## src/rtl/fft_pkg.sv

```systemverilog
// Shared types and helpers for the FFT front-end reorder buffer.
// Complex samples are raw FP32 bit patterns; nothing here does arithmetic on them.
package fft_pkg;

    localparam int FFT_N     = 8;
    localparam int FFT_LOG2N = 3;
    localparam int FP_W      = 32;

    typedef struct packed {
        logic [FP_W-1:0] re;
        logic [FP_W-1:0] im;
    } cplx_t;

    function automatic logic [FFT_LOG2N-1:0] bitrev(input logic [FFT_LOG2N-1:0] idx);
        logic [FFT_LOG2N-1:0] rev;
        for (int b = 0; b < FFT_LOG2N; b++) begin
            rev[b] = idx[FFT_LOG2N-1-b];
        end
        return rev;
    endfunction

endpackage

```

## src/rtl/fft_cplx_bank.sv

```systemverilog
// One N-entry complex sample bank: synchronous write port, asynchronous read by index.
module fft_cplx_bank
    import fft_pkg::*;
#(
    parameter  int N  = FFT_N,
    localparam int AW = $clog2(N)
) (
    input  logic          clk,
    input  logic          we_i,
    input  logic [AW-1:0] waddr_i,
    input  cplx_t         wdata_i,
    input  logic [AW-1:0] raddr_i,
    output cplx_t         rdata_o
);

    cplx_t mem_q [N];

    // NOTE: storage has no reset; validity is tracked by the owner's bank_full flags.
    always_ff @(posedge clk) begin
        if (we_i) begin
            mem_q[waddr_i] <= wdata_i;
        end
    end

    assign rdata_o = mem_q[raddr_i];

endmodule

```

## src/rtl/fft8_bitrev_buffer.sv

```systemverilog
// Ping-pong reorder buffer: natural-order complex samples in, bit-reversed frames out.
// Optional macro FFT_FRAME_CNT_EN adds a 16-bit drained-frame counter output.
module fft8_bitrev_buffer
    import fft_pkg::*;
#(
    parameter  int N     = FFT_N,
    parameter  int DW    = FP_W,
    localparam int LOG2N = $clog2(N)
) (
    input  logic             clk,
    input  logic             rst_n,
    input  logic             i_valid,
    output logic             o_ready,
    input  logic [DW-1:0]    i_re,
    input  logic [DW-1:0]    i_im,
    input  logic             i_flush,
    output logic             o_valid,
    input  logic             i_ready,
    output logic [DW-1:0]    o_re,
    output logic [DW-1:0]    o_im,
    output logic [LOG2N-1:0] o_idx,
    output logic             o_last
`ifdef FFT_FRAME_CNT_EN
    ,
    output logic [15:0]      o_frame_cnt
`endif
);

    localparam logic [LOG2N-1:0] LAST_IDX = LOG2N'(N - 1);

    logic [1:0]       bank_full_q, bank_full_d;
    logic             wr_sel_q, wr_sel_d;
    logic             rd_sel_q, rd_sel_d;
    logic [LOG2N-1:0] wr_idx_q, wr_idx_d;
    logic [LOG2N-1:0] rd_idx_q, rd_idx_d;
    logic             o_valid_q, o_valid_d;
    logic             o_last_q, o_last_d;
    logic [LOG2N-1:0] o_idx_q, o_idx_d;
    logic [DW-1:0]    o_re_q, o_re_d;
    logic [DW-1:0]    o_im_q, o_im_d;

    logic  wr_fire;
    logic  rd_load;
    cplx_t bank_rdata [2];
    cplx_t rd_data;

    assign o_ready = !bank_full_q[wr_sel_q];
    assign wr_fire = i_valid && o_ready;
    assign rd_load = (!o_valid_q || i_ready) && bank_full_q[rd_sel_q];
    assign rd_data = bank_rdata[rd_sel_q];

    for (genvar b = 0; b < 2; b++) begin : g_bank
        fft_cplx_bank #(.N(N)) u_bank (
            .clk     (clk),
            .we_i    (wr_fire && (wr_sel_q == 1'(b))),
            .waddr_i (wr_idx_q),
            .wdata_i ('{re: i_re, im: i_im}),
            .raddr_i (bitrev(rd_idx_q)),
            .rdata_o (bank_rdata[b])
        );
    end

    // NOTE: every next-state signal takes its hold value first so no latch is inferred.
    always_comb begin
        bank_full_d = bank_full_q;
        wr_sel_d    = wr_sel_q;
        rd_sel_d    = rd_sel_q;
        wr_idx_d    = wr_idx_q;
        rd_idx_d    = rd_idx_q;
        o_valid_d   = o_valid_q;
        o_last_d    = o_last_q;
        o_idx_d     = o_idx_q;
        o_re_d      = o_re_q;
        o_im_d      = o_im_q;

        if (wr_fire) begin
            wr_idx_d = wr_idx_q + 1'b1;
            if (wr_idx_q == LAST_IDX) begin
                bank_full_d[wr_sel_q] = 1'b1;
                wr_sel_d              = !wr_sel_q;
            end
        end

        // Write side never targets a full bank, so this clear cannot collide with the set above.
        if (rd_load) begin
            o_re_d    = rd_data.re;
            o_im_d    = rd_data.im;
            o_idx_d   = rd_idx_q;
            o_last_d  = (rd_idx_q == LAST_IDX);
            o_valid_d = 1'b1;
            rd_idx_d  = rd_idx_q + 1'b1;
            if (rd_idx_q == LAST_IDX) begin
                bank_full_d[rd_sel_q] = 1'b0;
                rd_sel_d              = !rd_sel_q;
            end
        end else if (i_ready) begin
            o_valid_d = 1'b0;
        end
    end

    // NOTE: sequential state uses non-blocking assignments only.
    always_ff @(posedge clk) begin
        if (!rst_n || i_flush) begin
            bank_full_q <= 2'b00;
            wr_sel_q    <= 1'b0;
            rd_sel_q    <= 1'b0;
            wr_idx_q    <= '0;
            rd_idx_q    <= '0;
            o_valid_q   <= 1'b0;
            o_last_q    <= 1'b0;
            o_idx_q     <= '0;
            o_re_q      <= '0;
            o_im_q      <= '0;
        end else begin
            bank_full_q <= bank_full_d;
            wr_sel_q    <= wr_sel_d;
            rd_sel_q    <= rd_sel_d;
            wr_idx_q    <= wr_idx_d;
            rd_idx_q    <= rd_idx_d;
            o_valid_q   <= o_valid_d;
            o_last_q    <= o_last_d;
            o_idx_q     <= o_idx_d;
            o_re_q      <= o_re_d;
            o_im_q      <= o_im_d;
        end
    end

    assign o_valid = o_valid_q;
    assign o_last  = o_last_q;
    assign o_idx   = o_idx_q;
    assign o_re    = o_re_q;
    assign o_im    = o_im_q;

`ifdef FFT_FRAME_CNT_EN
    logic [15:0] frame_cnt_q, frame_cnt_d;

    always_comb begin
        frame_cnt_d = frame_cnt_q;
        if (o_valid_q && i_ready && o_last_q) begin
            frame_cnt_d = frame_cnt_q + 16'd1;
        end
    end

    always_ff @(posedge clk) begin
        if (!rst_n || i_flush) begin
            frame_cnt_q <= '0;
        end else begin
            frame_cnt_q <= frame_cnt_d;
        end
    end

    assign o_frame_cnt = frame_cnt_q;
`endif

endmodule

```

## config.mk

```make
export PLATFORM = sky130hd
export DESIGN_NAME = fft8_bitrev_buffer
export DESIGN_NICKNAME = d
export VERILOG_FILES = /design/src/rtl/fft_pkg.sv /design/src/rtl/fft_cplx_bank.sv /design/src/rtl/fft8_bitrev_buffer.sv
export SDC_FILE = /design/constraint.sdc
export NUM_CORES = 1
export LEC_CHECK = 0
export BUFFER_PORTS_ARGS = -buffer_cell sky130_fd_sc_hd__buf_2
export CORE_MARGIN = 1
export CORE_UTILIZATION = 40
export CTS_BUF_LIST = sky130_fd_sc_hd__clkbuf_16
export DETAILED_ROUTE_END_ITERATION = 8
export GPL_ROUTABILITY_DRIVEN = 0
export SYNTH_ARGS = -nofsm -noshare
export SYNTH_HDL_FRONTEND = slang
export SYNTH_HIERARCHICAL = 1
export SYNTH_SLANG_ARGS = --single-unit
```

## constraint.sdc

```tcl
create_clock -name clk -period 9.8 [get_ports clk]
set_input_delay 0.49 -clock clk [delete_from_list [all_inputs] [get_ports clk]]
set_output_delay 0.49 -clock clk [all_outputs]
set_load 0.005 [all_outputs]
```

==> results of run 1 <==
state kept, by name, summed over array words and instances (netlist names):
register,count
g_bank.u_bank/mem_q,1024
wr_sel_q,1
o_im,32
o_re,32
o_valid,1
o_last,1
rd_sel_q,1
wr_idx_q,3
o_idx,3
bank_full_q,2
rd_idx_q,3
final cells by class:
| cell class | count | area, um^2 |
|---|---|---|
| diodes | 3 | 7.507 |
| clock buffers | 115 | 2878 |
| clock inverters | 97 | 596.8 |
| fillers | 8598 | 56190 |
| multi-input cells | 657 | 9363 |
| flip-flops and latches | 1103 | 32350 |
| well taps | 1380 | 1727 |
| repair buffers | 175 | 980.9 |
metal layers:
metal  GRT usage [%]  wire [um]
met5               0         89
met1           25.34      42450
met4           4.937       1904
met2           30.68      48670
met3           3.403       5613
report_power, final:
part / switching [uW] / internal [uW] / leakage [uW] / total, uW
clock: 1760 / 2250 / 0.00185 / 4010
sequential: 6.64 / 5170 / 0.00989 / 5170
combinational: 105 / 45.8 / 0.00293 / 151
total: 1870 / 7460 / 0.0147 / 9330
synthesized netlist by cell type, types with 4 or more instances:
cell,n,area share (%)
buf_6,28,0.75
clkbuf_1,29,0.26
nand2_1,16,0.14
o21ai_0,7,0.083
nor2_1,13,0.12
mux2i_1,69,1.6
mux4_2,256,14
mux2_2,128,3.4
buf_4,8,0.14
ha_1,4,0.12
nand2b_1,10,0.15
buf_1,18,0.16
a211oi_1,47,0.84
a211oi_2,17,0.50
buf_2,26,0.31
a21oi_1,67,0.79
edfxtp_1,1024,73
nor3_1,4,0.047
dfxtp_1,79,3.7
critical path: cells and delay by family, from the launching register on:
kind,cells,cell delay [ns]
buffers and inverters,2,1.57
flip-flops,1,1.09
multiplexers,3,1.05
AO/OA/AOI/OAI,1,0.09
logic make-up after synthesis:
| family | synth area share (%) |
|---|---|
| flip-flops | 76.52 |
| multiplexers | 18.78 |
| AO/OA/AOI/OAI | 2.342 |
| buffers and inverters | 1.632 |
| AND/OR/NAND/NOR | 0.6100 |
| adder cells (fa/ha/maj) | 0.1185 |
stage by stage:
step | cell area (um^2) | instances | util, % | hold slack, ns | total power (uW)
2_1_floorplan | 42250 | 1870 | - | 0.4704 | 5334
3_3_place_gp | 44420 | 3315 | 42.67 | 0.4941 | 5416
3_5_place_dp | 44420 | 3315 | 42.67 | 0.4913 | 5426
4_1_cts | 47890 | 3527 | 46.01 | 0.1100 | 9411
5_1_grt | 47890 | 3528 | 46.01 | 0.1470 | 9599
6_report | 47900 | 3530 | 46.02 | 0.1601 | 9330
worst max path at each step:
| stage | from | endpoint | depth (start not counted) |
|---|---|---|---|
| floorplan | i_valid | g_bank[0].u_bank/mem_q[0][0] | 3 |
| global placement | rd_idx_q[2] | o_im[2] | 6 |
| detailed placement | rd_idx_q[2] | o_im[2] | 6 |
| CTS | rd_idx_q[2] | o_im[2] | 6 |
| global route | rd_idx_q[2] | o_im[2] | 6 |
| finish | rd_idx_q[2] | o_im[2] | 6 |
==> impl_metrics.ini, run 1 <==
[detailed_routing]
vias = 19644
drc = 0
antenna_left = 0
drt-wirelength-per-cell_um = 27.97
vias_per_cell = 5.565
routed_wl_um = 98730
drt_iter0_drc = 1899
firstDrtPassIters = 5

[sta]
setup_ws_ns = 5.687
setup_viol = 0
finalCritPeriodShare_pct = 41.97
slew-limit-headroom_pct = 23.11
worstMarginPinSlew_ns = 1.153
drv_slew = 0
finalHoldViolCount = 0
fmax_mhz = 243.1
worst_clock_skew_ns = 0.02697
tns_ns = 0
rsz0062_at_grt = no
fin_crit_ns = 4.113

[floorplan]
ios = 139
start_util_pct = 40.59
core_um2 = 104100
die_area_um2 = 106900
dieWidth_um = 327.0
rows = 118
die_h_um = 327.0

[setup_path]
regToRegSetupSlack_ns = 5.69
crit_path_end_kind = flip-flop
cpPeakStageDelay_ns = 1.09
reg2reg_depth = 6
worstSetupStartpointType = flip-flop
reg2reg_to = o_im[2]
arrival_ns = 4.65
worstPathCellList = buf_4 -> buf_4 -> mux4_2 -> mux2_2 -> mux2i_1 -> a211oi_2
crit_top_cell = buf_4
r2r-start = rd_idx_q[2]
worstPathMaxFanout = 53
critPathKind = reg2reg
cp_slowest_cell = dfxtp_4
crit_required_ns = 10.34

[clock_tree]
cts_buffers = 113
clkTransAtPathRegs_ns = 0.06
clock-sinks = 1103
worstSkewPairLatency_ns = 0.70
clk_path_buf_depth = 3
hold_buffers = 0
cts_setup_buffers = 0
clock-root-buffer = clkbuf_16
cts_tree = yes
ctsHtreeMaxLevel = 3
post_cts_resize_count = 0

[layout]
layout_common_cells = edfxtp_1 (1024), mux4_2 (256), buf_2 (138)
layout.nets = 2123
area_delta_synth_final_pct = 13.36
layout_commonest_cell = edfxtp_1
layout-drive-gt1-share_pct = 34.84

[logic_synthesis]
synthCells = 1870
ys_types = 35
ys_seq_area_share_pct = 76.52
yosysWarnings = 6
synthArstFlopShare_pct = 0
netlist_area_um2 = 42250
synth_nets = 1943
avgSynthCellArea_um2 = 22.60
ys_ff_latch = 1103
synth_ff_type = edfxtp_1
synth_edf_count = 1024

[power]
vdd_ir_drop_max_v = 0.0001531
power_density_nw_per_um2 = 194.8
p_leak_uw = 0.01468

[min_path]
hp-class = in2reg
hold-path-cell-count = 1
whs_endpoint = g_bank[1].u_bank/mem_q[3][44]
hold_start = i_re[12]

[global_routing]
track_usage_pct = 18.56
antenna_found_initial = 13
first_global_vias = 20678
grt_pass1_wl_um = 143400
grt_max_degree = 139
overflow = 0

[placed_design]
io_buffers = 138
pre_cts_ws_ns = 5.529
hpwl_um = 48500

[job]
drv_cap = 0

[run_status]
status = completed
No activity file was read; power rests on OpenSTA's default activity.
==> run 2: changes to the inputs <==
Clock period 9.8 ns to 3.5 ns, I/O delays scaled along.
==> run 2 against run 1 <==
Effect of this change: sequential power grew to 2.8 times the previous value; utilization is 1.2 points higher; clock power grew to 2.9 times the previous value; critical path depth stayed put; critical path type unchanged; highest routed layer unchanged.
==> impl_metrics.ini, run 2 (same netlist as run 1, synthesis figures left out) <==
[layout]
max_flop_register = g_bank.u_bank/mem_q
layout_common_cells = edfxtp_1 (1024), mux4_2 (256), buf_2 (138)
diodes = 0
layout-drive-gt1-share_pct = 35.24
layout_commonest_cell = edfxtp_1
layout.nets = 2212
largest_reg_flops = 1024
area_delta_synth_final_pct = 16.39

[power]
power_density_nw_per_um2 = 541.1
p_leak_uw = 0.01515
vdd_ir_drop_max_v = 0.0003994

[setup_path]
reg2reg_depth = 6
worstPathMaxFanout = 49
crit_required_ns = 4.04
regToRegSetupSlack_ns = 0.97
arrival_ns = 3.07
crit_path_end_kind = flip-flop
reg2reg_to = o_re[12]
critPathKind = reg2reg
worstSetupStartpointType = flip-flop
r2r-start = rd_idx_q[0]

[placed_design]
hpwl_um = 50790
io_buffers = 138

[global_routing]
use_met1_pct = 25.56
grt_pass1_wl_um = 144300
track_usage_pct = 18.56
met2_usage_pct = 30.11
first_global_vias = 21098
busiest_layer = met2
grt_max_degree = 69
overflow = 0
grt_use_met3_pct = 3.760
antenna_found_initial = 8

[clock_tree]
clock-root-buffer = clkbuf_16
post_cts_resize_count = 0
clk_path_buf_depth = 3
ctsHtreeMaxLevel = 3
cts_buffers = 111
worstSkewPairLatency_ns = 0.68
clkTransAtPathRegs_ns = 0.06
cts_tree = yes
clock-sinks = 1103

[detailed_routing]
vias = 20049
drc = 0
drt_iter0_drc = 1573
routed_wl_um = 99170
firstDrtPassIters = 7
drt-wirelength-per-cell_um = 27.43
vias_per_cell = 5.545
antenna_left = 0

[floorplan]
core_um2 = 104100
dieWidth_um = 327.0
ios = 139
start_util_pct = 40.59
die_area_um2 = 106900
rows = 118
die_h_um = 327.0

[run_status]
status = completed

[min_path]
hp-class = in2reg
hold-path-cell-count = 4
whs_endpoint = o_last
hold_start = i_ready

[sta]
slew-limit-headroom_pct = 25.77
fin_crit_ns = 2.533
hold_slack_ns = 0.1075
tns_ns = 0
worst_clock_skew_ns = 0.02882
fmax_mhz = 394.8
finalCritPeriodShare_pct = 72.37
drv_slew = 0
rsz0062_at_grt = no
finalHoldViolCount = 0
setup_viol = 0
worstMarginPinSlew_ns = 1.113

[job]
drv_cap = 0
run 2: cell count changes in the layout (fill, tap and decap cells not counted), sizes merged:
cell	delta
dlygate4sd3	+66
buf	+25
inv	-17
bufinv	+7
clkinv	+7
clkinvlp	+3
diode	-3
clkbuf	-2
run 2: final cells by class:
type / count / area [um^2]
clock inverter: 97 / 774.5
clock buffer: 113 / 2828
timing repair buffer: 266 / 2117
tap: 1380 / 1727
multi-input combinational: 657 / 9388
sequential: 1103 / 32350
fill: 8509 / 54910
run 2: per-stage QoR:
step	instances	total power, uW	setup WS, ns	utilization, %	instance area (um^2)
floorplan	1870	14930	-0.4248	-	42290
global placement	3340	15170	0.9038	43.15	44920
detailed placement	3340	15200	0.9122	43.15	44920
CTS	3616	26850	0.8934	47.25	49180
global route	3616	27350	0.7853	47.25	49180
finish	3616	26610	0.9669	47.25	49180
run 2: layer usage:
layer,routed length (um),up-vias
met4,2010,16
met2,47990,630
met3,6249,163
met5,96,-
met1,42820,10791
li1,-,8449
run 2: critical path, cell delays in order, from the launching register on:
cell and delay, ns:
dfxtp_4 0.90, buf_4 0.37, buf_4 0.26, mux4_2 0.33, mux2_2 0.28, mux2i_1 0.14
a211oi_1 0.09
run 2: report_power, final:
part | switching [uW] | internal (uW) | total (uW)
logic | 315 | 181 | 496
clock network | 4910 | 6730 | 11600
registers | 19.4 | 14500 | 14500
run 2: how the worst max path moves through the flow:
stage                start                           end  slack (ns)  cells after the start
2_1_floorplan     wr_sel_q  g_bank[0].u_bank/mem_q[1][0]       -0.42                      3
3_3_place_gp   rd_idx_q[2]                       o_re[0]        0.90                      5
3_5_place_dp   rd_idx_q[2]                       o_re[0]        0.91                      5
4_1_cts        rd_idx_q[2]                       o_re[0]        0.89                      5
5_1_grt        rd_idx_q[2]                      o_im[30]        0.79                      5
6_report       rd_idx_q[0]                      o_re[12]        0.97                      6
run 2: what timing repair did:
| action | 4_1_cts | 5_1_grt |
|---|---|---|
| buffers inserted | 0 | 0 |
| endpoints found under the hold margin | 1032 | 0 |
| hold buffers | 66 | 0 |
==> run 3: changes to the inputs <==
Settings changed: ABC_AREA set to 1.
Clock period 3.5 ns to 2.3 ns, I/O delays scaled along.
==> run 3 against run 2 <==
Effect of this change: register-to-register slack worse by 0.66 ns; combinational power increased by 92%; first-iteration DRC count up 70%.
==> impl_metrics.ini, run 3 <==
[run_status]
status = completed

[layout]
layout_commonest_cell = nand2_1
largest_reg_flops = 1024
design_area_um2 = 55860
layout.nets = 5304
area_delta_synth_final_pct = 15.08
layout_common_cells = nand2_1 (1949), inv_1 (1053), edfxtp_1 (1024)
max_flop_register = g_bank.u_bank/mem_q
fillerInstances = 11150
layout-drive-gt1-share_pct = 8.449

[logic_synthesis]
yosys.area.top_type = edfxtp_1
synthCells = 5044
synthArstFlopShare_pct = 0
yosysWarnings = 6
synth_area_leaders = edfxtp_1 (63%), nand2_1 (15%), inv_1 (8.0%)
netlist_area_um2 = 48540
synth_ff_type = edfxtp_1
ys_seq_area_share_pct = 66.60
synth_most_common_cell = nand2_1
synth_common_cells = nand2_1 (1957), inv_1 (1041), edfxtp_1 (1024)
synth_top_area_share_pct = 63.34
synth_nets = 5117
synth_edf_count = 1024
ys_types = 19
ys_ff_latch = 1103
avgSynthCellArea_um2 = 9.624

[clock_tree]
clkTransAtPathRegs_ns = 0.06
post_cts_resize_count = 0
clock-sinks = 1103
clock-root-buffer = clkbuf_16
ctsHtreeMaxLevel = 3
cts_buffers = 113
clk_path_buf_depth = 3
cts_setup_buffers = 0
cts_tree = yes
worstSkewPairLatency_ns = 0.69

[floorplan]
dieWidth_um = 350.4
start_util_pct = 40.41
die_area_um2 = 122800
rows = 127
ios = 139
die_h_um = 350.4
core_um2 = 120100

[sta]
setup_viol = 0
rsz0062_at_grt = no
worst_clock_skew_ns = 0.02917
worstMarginPinSlew_ns = 0.6596
fin_crit_ns = 1.993
tns_ns = 0
slew-limit-headroom_pct = 56.02
finalHoldViolCount = 0
drv_slew = 0
finalCritPeriodShare_pct = 86.65
fmax_mhz = 501.7

[setup_path]
crit_path_end_kind = flip-flop
critPathKind = reg2reg
cp_top_family = buffers and inverters
crit_required_ns = 2.90
cp-startpoint = rd_idx_q[1]
r2r-start = rd_idx_q[1]
worstSetupStartpointType = flip-flop
crit_top_cell = nand2_1
worstPathMaxFanout = 30
worstPathCellList = inv_6 -> buf_12 -> buf_4 -> nand3_1 -> nand2_1 -> nand2_1 -> nand2_1 -> nand2_1 -> nand2_1 -> nand3_1 -> a21oi_1
cp_num_buf_inv = 3
cp_slowest_cell = dfxtp_4
cpPeakStageDelay_ns = 0.43
arrival_ns = 2.60

[detailed_routing]
antenna_left = 0
wl_met1_um = 56440
vias = 32959
drt-wirelength-per-cell_um = 18.04
vias_per_cell = 4.749
drt_iter0_drc = 2675
routed_wl_um = 125200
drc = 0
met2_length_um = 58580
routed.top_layer = met5
firstDrtPassIters = 7
wl_met3_um = 7272

[power]
power_density_nw_per_um2 = 728.7
p_leak_uw = 0.02504
vdd_ir_drop_max_v = 0.0005835

[placed_design]
hpwl_um = 68180
io_buffers = 138
place_area_um2 = 51630

[global_routing]
antenna_found_initial = 3
first_global_vias = 31359
grt_max_degree = 126
overflow = 0
grt_pass1_wl_um = 190200
track_usage_pct = 20.42

[min_path]
hp-class = in2reg
hold_start = rst_n

[job]
drv_cap = 0
run 3: report_power, final:
part           internal, uW  total [uW]  switching, uW
Clock                 10000       17700           7630
Combinational           281         953            672
Sequential            22100       22100           36.0
run 3: worst reg2reg max path, stage by stage, from the launching register on:
cell and delay (ns):
dfxtp_4 0.43, inv_6 0.31, buf_12 0.29, buf_4 0.22, nand3_1 0.08, nand2_1 0.06, nand2_1 0.04, nand2_1 0.07
nand2_1 0.05, nand2_1 0.10, nand3_1 0.07, a21oi_1 0.17
run 3: area by class of cell:
cell class / instances / area [um^2] / area share, %
flip-flops and latches: 1103 / 32350 / 57.91
multi-input cells: 2654 / 11050 / 19.78
inverters: 1047 / 3966 / 7.100
repair buffers: 312 / 2930 / 5.246
clock buffers: 115 / 2878 / 5.152
well taps: 1612 / 2017 / 3.611
clock inverters: 95 / 669.4 / 1.198
diodes: 2 / 5.005 / 0.008959
run 3: path summary, 6_finish.rpt:
path	end	slack, ns	depth (start not counted)
max	o_im[5]	0.31	11
min	o_im[8]	0.19	5
max reg2reg	o_im[5]	0.31	11
min reg2reg	o_idx[0]	0.46	2
run 3: kinds of logic after synthesis:
family / Yosys count / synth area share [%]
compound gates: 74 / 0.7681
simple gates: 2576 / 21.46
buf+inv: 1287 / 11.07
flops: 1103 / 66.60
fa+ha+maj: 4 / 0.1031
run 3: routing by layer:
layer,up-vias,GRT usage [%]
met5,-,0
met2,954,33.81
met1,15724,28.04
met4,4,5.944
met3,192,2.661
li1,16085,-
run 3: repair_timing:
item / in CTS / in global routing
hold buffers: 68 / 0
endpoints found under the setup margin: 0 / 0
endpoints found under the hold margin: 1034 / 0
run 3: per-stage QoR:
step                cells  setup WS [ns]  util [%]  power [uW]  hold WS (ns)
floorplan            5044       0.002452         -       22880        0.2139
global placement     6660         0.3640     42.98       23360        0.4474
detailed placement   6660         0.3474     42.98       23380        0.4521
CTS                  6938         0.3049     46.50       41050        0.1600
global route         6939         0.1975     46.50       41860        0.2002
finish               6940         0.3070     46.50       40710        0.1877
